## src/rtl/cpu_ctrl_pkg.sv

```systemverilog
// Shared state encodings, opcode constants and widths for the multi-cycle CPU controller.
package cpu_ctrl_pkg;

  localparam int unsigned STATE_W = 4;
  localparam int unsigned OPC_W   = 5;

  typedef enum logic [STATE_W-1:0] {
    FETCH    = 4'd0,
    DECODE   = 4'd1,
    AR_ALU   = 4'd2,
    AR_ROUT  = 4'd3,
    LDW_MDR  = 4'd4,
    LDW_ROUT = 4'd5,
    STW      = 4'd6,
    BR       = 4'd7,
    HALT     = 4'd8
  } state_t;

  // Register-register ALU group occupies 0..16; memory and branch ops follow.
  localparam logic [OPC_W-1:0] OP_ADD  = 5'd0;
  localparam logic [OPC_W-1:0] OP_SUB  = 5'd1;
  localparam logic [OPC_W-1:0] OP_AND  = 5'd2;
  localparam logic [OPC_W-1:0] OP_OR   = 5'd3;
  localparam logic [OPC_W-1:0] OP_XOR  = 5'd4;
  localparam logic [OPC_W-1:0] OP_NOT  = 5'd5;
  localparam logic [OPC_W-1:0] OP_SLL  = 5'd6;
  localparam logic [OPC_W-1:0] OP_SRL  = 5'd7;
  localparam logic [OPC_W-1:0] OP_SRA  = 5'd8;
  localparam logic [OPC_W-1:0] OP_MUL  = 5'd9;
  localparam logic [OPC_W-1:0] OP_ADDI = 5'd10;
  localparam logic [OPC_W-1:0] OP_SUBI = 5'd11;
  localparam logic [OPC_W-1:0] OP_ANDI = 5'd12;
  localparam logic [OPC_W-1:0] OP_ORI  = 5'd13;
  localparam logic [OPC_W-1:0] OP_LT   = 5'd14;
  localparam logic [OPC_W-1:0] OP_GT   = 5'd15;
  localparam logic [OPC_W-1:0] OP_EQ   = 5'd16;
  localparam logic [OPC_W-1:0] OP_BR   = 5'd17;
  localparam logic [OPC_W-1:0] OP_STW  = 5'd18;
  localparam logic [OPC_W-1:0] OP_LDW  = 5'd19;

endpackage

```

## src/rtl/cpu_ctrl_fsm_instret_counter.sv

```systemverilog
// Retired-instruction counter; wraps naturally at 2^CNT_W.
module instret_counter #(
  parameter int unsigned CNT_W = 16
) (
  input  logic             CLK,
  input  logic             reset,
  input  logic             inc,
  output logic [CNT_W-1:0] count
);

  always_ff @(posedge CLK) begin
    if (reset) begin
      count <= '0;
    end else if (inc) begin
      count <= count + CNT_W'(1);
    end
  end

endmodule

```

## src/rtl/cpu_ctrl_fsm.sv

```systemverilog
// Multi-cycle CPU control FSM: fetch/decode/execute sequencing, memory strobes and retire count.
module cpu_ctrl_fsm
  import cpu_ctrl_pkg::*;
#(
  parameter int unsigned INSTR_W = 16,
  parameter int unsigned OP_W    = 5,
  parameter int unsigned CNT_W   = 16
) (
  input  logic               CLK,
  input  logic               reset,
  input  logic [INSTR_W-1:0] instr,
  input  logic               mem_ready,
  input  logic               stall,
  output logic               MemRead,
  output logic               MemWrite,
  output logic               IR_EN,
  output logic               PC_EN,
  output logic               MDR_EN,
  output logic               BR_EN,
  output logic               RFwrite,
  output logic               LDW_EN,
  output logic               dataW_MDR,
  output logic               retire,
  output logic               illegal,
  output logic [CNT_W-1:0]   instret,
  output logic [STATE_W-1:0] state_o
);

  state_t          state;
  state_t          next_state;
  logic [OP_W-1:0] op;
  logic            unused_instr;

  assign op           = instr[OP_W-1:0];
  assign unused_instr = ^instr;
  assign state_o      = state;

  always_ff @(posedge CLK) begin
    if (reset) begin
      state   <= FETCH;
      illegal <= 1'b0;
    end else begin
      state <= next_state;
      if (next_state == HALT) begin
        illegal <= 1'b1;
      end
    end
  end

  always_comb begin
    next_state = state;
    MemRead    = 1'b0;
    MemWrite   = 1'b0;
    IR_EN      = 1'b0;
    PC_EN      = 1'b0;
    MDR_EN     = 1'b0;
    BR_EN      = 1'b0;
    RFwrite    = 1'b0;
    LDW_EN     = 1'b0;
    dataW_MDR  = 1'b0;
    retire     = 1'b0;
    case (state)
      FETCH: begin
        if (!stall) begin
          MemRead = 1'b1;
          if (mem_ready) begin
            IR_EN      = 1'b1;
            PC_EN      = 1'b1;
            next_state = DECODE;
          end
        end
      end
      DECODE: begin
        // Full-width compares so any set bit above the 5-bit opcode lands in HALT.
        if (op <= OP_W'(OP_EQ))       next_state = AR_ALU;
        else if (op == OP_W'(OP_BR))  next_state = BR;
        else if (op == OP_W'(OP_STW)) next_state = STW;
        else if (op == OP_W'(OP_LDW)) next_state = LDW_MDR;
        else                          next_state = HALT;
      end
      AR_ALU:  next_state = AR_ROUT;
      AR_ROUT: begin
        RFwrite    = 1'b1;
        retire     = 1'b1;
        next_state = FETCH;
      end
      LDW_MDR: begin
        MemRead = 1'b1;
        LDW_EN  = 1'b1;
        MDR_EN  = mem_ready;
        if (mem_ready) next_state = LDW_ROUT;
      end
      LDW_ROUT: begin
        RFwrite    = 1'b1;
        dataW_MDR  = 1'b1;
        retire     = 1'b1;
        next_state = FETCH;
      end
      STW: begin
        MemWrite = 1'b1;
        LDW_EN   = 1'b1;
        if (mem_ready) begin
          retire     = 1'b1;
          next_state = FETCH;
        end
      end
      BR: begin
        BR_EN      = 1'b1;
        retire     = 1'b1;
        next_state = FETCH;
      end
      HALT:    next_state = HALT;
      default: next_state = FETCH;
    endcase
    // Reset kills every strobe immediately, even mid memory access.
    if (reset) begin
      MemRead   = 1'b0;
      MemWrite  = 1'b0;
      IR_EN     = 1'b0;
      PC_EN     = 1'b0;
      MDR_EN    = 1'b0;
      BR_EN     = 1'b0;
      RFwrite   = 1'b0;
      LDW_EN    = 1'b0;
      dataW_MDR = 1'b0;
      retire    = 1'b0;
    end
  end

  instret_counter #(
    .CNT_W(CNT_W)
  ) u_instret (
    .CLK  (CLK),
    .reset(reset),
    .inc  (retire),
    .count(instret)
  );

endmodule

```

## config.mk

```make
export PLATFORM = sky130hd
export DESIGN_NAME = cpu_ctrl_fsm
export DESIGN_NICKNAME = d
export VERILOG_FILES = /design/src/rtl/cpu_ctrl_pkg.sv /design/src/rtl/cpu_ctrl_fsm_instret_counter.sv /design/src/rtl/cpu_ctrl_fsm.sv
export SDC_FILE = /design/constraint.sdc
export NUM_CORES = 1
export LEC_CHECK = 0
export CAP_MARGIN = 20
export CORE_MARGIN = 1.5
export CORE_UTILIZATION = 37
export CTS_CLUSTER_SIZE = 25
export DETAILED_ROUTE_END_ITERATION = 8
export GPL_TIMING_DRIVEN = 0
export HOLD_SLACK_MARGIN = 0.02
export MAX_ROUTING_LAYER = met4
export PLACE_DENSITY = 0.79
export SETUP_SLACK_MARGIN = 0.15
export SYNTH_ARGS = -nofsm -noshare
export SYNTH_HDL_FRONTEND = slang
export SYNTH_HIERARCHICAL = 1
export SYNTH_SLANG_ARGS = --single-unit
```

## constraint.sdc

```tcl
create_clock -name CLK -period 2.6 [get_ports CLK]
set_input_delay 0.52 -clock CLK [delete_from_list [all_inputs] [get_ports CLK]]
set_output_delay 0.52 -clock CLK [all_outputs]
set_load 0.01 [all_outputs]
```

==> flow_summary.ini <==
[worst_hold_path]
holdPathStages = 2
min_path_type = in -> reg
holdCritStartpoint = reset
min_to = illegal

[floorplanning]
num_io_pins = 51
chipHeight_microns = 58.9
die-area_sq_um = 3470
start_util_pct = 38.5
rows = 20
coreArea_sq_um = 3000
die_x_microns = 58.9

[timing]
finalWorstSetupSlack_ns = 0.227
rsz0062_at_grt = true
setup_tns_ns = 0
clock_skew_ns = 0.00129
setup_viol = 0
maxSlewHeadroom_pct = 66.8
hold_viol_final = 0
tightest_slew_ns = 0.498
period_share_pct = 91.3
fmax_mhz = 421
finalMaxSlewViolations = 0
period_minus_slack_ns = 2.37

[clock_network]
clock-root-buffer = clkbuf_4
cts_tree = built
clkLatencyLatePin_ns = 0.30
cts_buffers = 3
cts.path.max_buffers = 2
clk_pin_slew_worst_paths_ns = 0.11
post_cts_hold_buffer_count = 0
cts_sinks = 21
cts_htree_levels = 1

[global_route]
grt_pass1_vias = 1041
antenna_found_initial = 0
track_usage_pct = 17.8
grt_max_degree = 12
grt_pass1_wl_mm = 4.64
overflow = 0

[route]
routed_wirelength_mm = 2.90
wl_met2_mm = 1.50
avgRoutedWirePerCell_microns = 13.4
drc = 0
top_layer = met4
dr.first_iter.drc_count = 30
wl_met1_mm = 1.32
avgViaCountPerCell = 5.25
dr_total_vias = 1133
drtPass1Iterations = 4
wl_met3_microns = 62
postRouteAntennaNets = 0

[pwr]
combPwrFrac_pct = 15.1
p_leak_nw = 0.659
ir_drop_mv = 0.293
p_seq_share_pct = 57.9
finalPower_uw = 572
switchingPower_uw = 141
power_frac_clock_pct = 27.0
internal_power_uw = 431
p_per_area_nw_per_um2 = 336
switching_share_pct = 24.7

[setup_path]
rr_worst_depth = 10
cp_max_fo = 8
critPathCaptureType = flop
rr_endpoint = u_instret/count[13]
cp.depth = 10
crit_family = simple AND/OR/NAND/NOR gates
reg2reg_from = state_o[2]
cp-start-kind = input pin
slowest_stage = clkdlybuf4s50_1
reg2reg_slack_ns = 0.38
critPathMaxStageDelay_ns = 0.53
crit_top_cell = nand2_1
crit_chain = clkdlybuf4s50_1 > nand2_1 > nand2b_1 > nand2_1 > a21boi_4 > buf_4 > nand4_4 > nor4_4 > or3b_1 > a21oi_1
path_buf_inv = 2
arrival_ns = 2.61
cp.required_ns = 2.84
critPathKind = in -> reg

[yosys]
synth_fp_nets = 157
ys_async_sr_fraction_pct = 0
synth-edff-count = 0
ys_seq_area_share_pct = 36.3
synth.distinct_cells = 43
yosysWarnings = 6
ys_ff_latch = 21
syn-cell-area_sq_um = 1160
synthCells = 136
syn_avg_cell_area_sq_um = 8.51
synthFlopType = dfxtp_1

[run]
drv_cap = 0

[placement]
place.gp.congestion = 0.829
dp_hpwl_mm = 2.05
preCtsSetupSlack_ns = -0.394
port_buffers = 39
place_inst = 208

[finish]
area_delta_synth_final_pct = 47.2
layoutNonFillerInstCount = 216
nNetsFinal = 205
drive_gt1_share_pct = 17.5
diodes = 0

[run_status]
status = finished clean
## final cells by class
class,count,area (sq um)
fillers,261,1300
multi-input cells,104,743
flip-flops and latches,21,424
repair buffers,43,415
well taps,33,41.3
plain buffers,7,38.8
clock buffers,4,26.3
inverters,4,15.0
## repair_timing
action / in CTS / in global routing
buffers inserted: 2 / 2
pin swaps: 3 / 2
resized for setup: 6 / 13
cloned: 0 / 0
endpoints found under the setup margin: 12 / 5
## worst max-delay path by stage
stage	start	endpoint	slack (ns)
3_3_place_gp	reset	PC_EN	-0.35
2_1_floorplan	state_o[2]	u_instret/count[13]	0.33
3_5_place_dp	reset	PC_EN	-0.39
5_1_grt	mem_ready	u_instret/count[13]	0.13
4_1_cts	reset	PC_EN	0.03
6_report	mem_ready	u_instret/count[13]	0.23
## logic make-up (layout without fill, tap and decap cells)
group,count (synthesis),count (layout),synth area share [%]
xor+xnor,11,11,8.32
mux,3,3,2.81
buf+inv,11,58,4.65
compound gates,18,18,10.3
fa+ha+maj,1,1,1.08
flops,21,21,36.3
simple gates,71,71,36.5
## layout by cell type, fill, tap and decap left out, types with 4 or more instances in the layout
cell type        count
a21oi_1              6
buf_4                7
clkbuf_1             4
clkdlybuf4s50_1     35
dfxtp_1             18
inv_1                4
nand2_1             11
nor2_1              23
nor2b_1              4
xnor2_1              6
xor2_1               5
## synth_stat cells, types with 2 or more instances
cell type	n	share of area, %
and3_1	2	1.1
nor3_1	3	1.3
nand2_1	12	3.9
xnor2_1	6	4.5
buf_4	3	1.9
o21ai_0	2	0.86
xor2_1	5	3.8
nor4_1	4	2.2
clkbuf_1	3	0.97
inv_1	4	1.3
nor2b_1	4	2.2
nand2b_1	2	1.1
dfxtp_1	21	36
nand3_1	3	1.3
mux2_2	2	1.9
nand4_1	2	1.1
nor4b_1	2	1.5
nor3b_1	2	1.3
nor2_1	25	8.1
a21oi_1	6	2.6
## stage by stage
stage,hold WS (ns),util [%],cell area [sq um]
6_report,0.475,56.8,1700
5_1_grt,0.474,56.8,1700
4_1_cts,0.483,54.8,1650
3_5_place_dp,0.467,53.0,1590
3_3_place_gp,0.452,53.0,1590
2_1_floorplan,0.463,-,1160
## state kept, by name, indices dropped and copies added, names as in the netlist
signal	cells
u_instret/count	16
state_o	4
illegal	1
## per-layer routing
metal,global-route usage [%],up-vias
met5,-,-
met4,3.90,0
met3,3.96,2
met2,30.5,18
met1,21.2,539
li1,-,574
## power by group through the flow
stage / clock network, mW / registers, mW / logic (mW)
global route: 0.176 / 0.332 / 0.0918
global placement: 0 / 0.338 / 0.0743
CTS: 0.160 / 0.331 / 0.0789
floorplan: 0 / 0.339 / 0.0372
detailed placement: 0 / 0.338 / 0.0761
finish: 0.155 / 0.331 / 0.0865
Note: power is estimated with default switching activity, not from simulation.
==> edit: new RTL, config.mk and constraints unchanged <==
Reset style: asynchronous (`reset`), changed in 2 clocked blocks.
--- a/src/rtl/cpu_ctrl_fsm_instret_counter.sv
+++ b/src/rtl/cpu_ctrl_fsm_instret_counter.sv
@@ -8,7 +8,7 @@
   output logic [CNT_W-1:0] count
 );
 
-  always_ff @(posedge CLK) begin
+  always_ff @(posedge CLK or posedge reset) begin
     if (reset) begin
       count <= '0;
     end else if (inc) begin
--- a/src/rtl/cpu_ctrl_fsm.sv
+++ b/src/rtl/cpu_ctrl_fsm.sv
@@ -35,7 +35,7 @@
   assign unused_instr = ^instr;
   assign state_o      = state;
 
-  always_ff @(posedge CLK) begin
+  always_ff @(posedge CLK or posedge reset) begin
     if (reset) begin
       state   <= FETCH;
       illegal <= 1'b0;
Check against the original RTL: differs if reset is asserted again (counterexample within 4 cycles, from zero or initial values and one cycle with reset high); with reset held inactive, the same outputs for 10 cycles.
==> edit against the original RTL <==
Wire length fell by 19%; sequential cell count unchanged; die area down 1.5%; design area shrank 3.5%; clock skew rose by 0.0069 ns; worst setup slack gained 0.030 ns; synthesized area is 1.6% lower; highest routed layer is now met3.
Power is not compared: it rests on default switching activity, and its combinational part moved more than twofold at a synthesized area within 25%.
==> edit: results (changes against the original RTL) <==
* Via density at 4.96 (-5.4%)
* Syn Nets at 130 (-17%)
* Worst reg2reg path depth at 8 (-2)
* Sequential-to-total area share from yosys stat at 46.2% (+9.8 points)
* Met2 GRT Util at 22.2% (-8.3 points)
* Synth unique cells at 35 (-19%)
* Synth Instances at 109 (-20%)
* Biggest register: u_instret/count
* Slew HR at 59.0% (-7.9 points)
* Share of cells above drive strength 1 at 15.4% (-2.1 points)
* Post-Layout Cell Count at 187 (-13%)
* Worst r2r src: state_o[2]$_DFF_PP0_
* CP top delay family: buffers and inverters
* Worst Skew at 0.00816 ns (+0.00686 ns)
* Placement Setup Slack at -0.368 ns (+0.0252 ns)
* Slowest Stage Delay on Critical Path at 0.55 ns (+0.02 ns)
* Min Hold Slack at 0.312 ns (-0.163 ns)
* R2r setup slk at 0.57 ns (+0.19 ns)
* RR Endpoint: u_instret/count[13]$_DFFE_PP0P_
* Number of global-route vias before repair at 884 (-15%)
* DP Cell Count at 179 (-14%)
* Number of buffers added on ports at 39 (unchanged)
* Post-Place Cell Area at 1570 um^2 (-1.6%)
* Hold Crit Class: primary input to async pin
* Placer Congestion at 0.845 (+1.9%)
* WL final at 2360 um (-19%)
* Pin count of the biggest net entering global routing at 17 (+5)
* Dpl hpwl at 1830 um (-11%)
* DRT iter0 DRCs at 20 (-33%)
* Fraction of registers with async set/reset at 100% (+100 points)
* Status: complete, no violations
* Total track usage at 15.6% (-2.1 points)
* Commonest cells post-synth: dfrtp_1 (21), xnor2_1 (10), nand2_1 (8), nand3_1 (8), nor2_1 (8)
[edit: cell types whose count changed after synthesis, moves of 3 or more]
cell,change
nand3_1,+5
o21ai_1,+3
dfxtp_1,-21
clkbuf_1,-3
nor4_1,-4
nand2_1,-4
dfrtp_1,+21
a21oi_1,-5
nor2_1,-17
xnor2_1,+4
[edit: cells by family after synthesis]
group           share of synthesized area [%]
simple gates                             28.1
flops                                    46.2
compound gates                           6.04
fa+ha+maj                                1.10
xor+xnor                                 12.3
buf+inv                                  5.27
mux                                     0.989
[edit: cell type report]
cell class                 count  area, um^2
sequential                    21         528
fill                         243        1180
buffer                         4        37.5
clock buffer                   4        26.3
inverter                       6        22.5
tap                           31        38.8
timing repair buffer          43         422
multi-input combinational     78         569
[edit: metal layers]
metal  routed length (um)  up-vias  part of all wire, %
li1                     -      468                    -
met2                 1160       24                   49
met1                 1100      436                   46
met4                    0        0                    0
met5                    0        -                    0
met3                  111        0                  4.7
[edit: worst max path at each step]
| stage | endpoint | slack, ns | depth (start not counted) |
|---|---|---|---|
| 2_1_floorplan | u_instret/count[13]$_DFFE_PP0P_ | 0.42 | 7 |
| 3_3_place_gp | retire | -0.36 | 4 |
| 3_5_place_dp | retire | -0.37 | 4 |
| 4_1_cts | retire | 0.11 | 4 |
| 5_1_grt | MDR_EN | 0.20 | 4 |
| 6_report | MDR_EN | 0.26 | 4 |
[edit: power by group]
part | leakage [nW] | switching, W | internal, W
logic | 0.472 | 0.000212 | 0.000244
registers | 0.273 | 0.0000590 | 0.000373
clock network | 0.0150 | 0.0000892 | 0.0000598
total | 0.760 | 0.000360 | 0.000676
[edit: what timing repair did]
item                                   4_1_cts  5_1_grt
resized for setup                            8        2
setup endpoints to repair                    7        2
endpoints found under the hold margin        0        0
pin swaps                                    2        0
setup buffers                                4        0
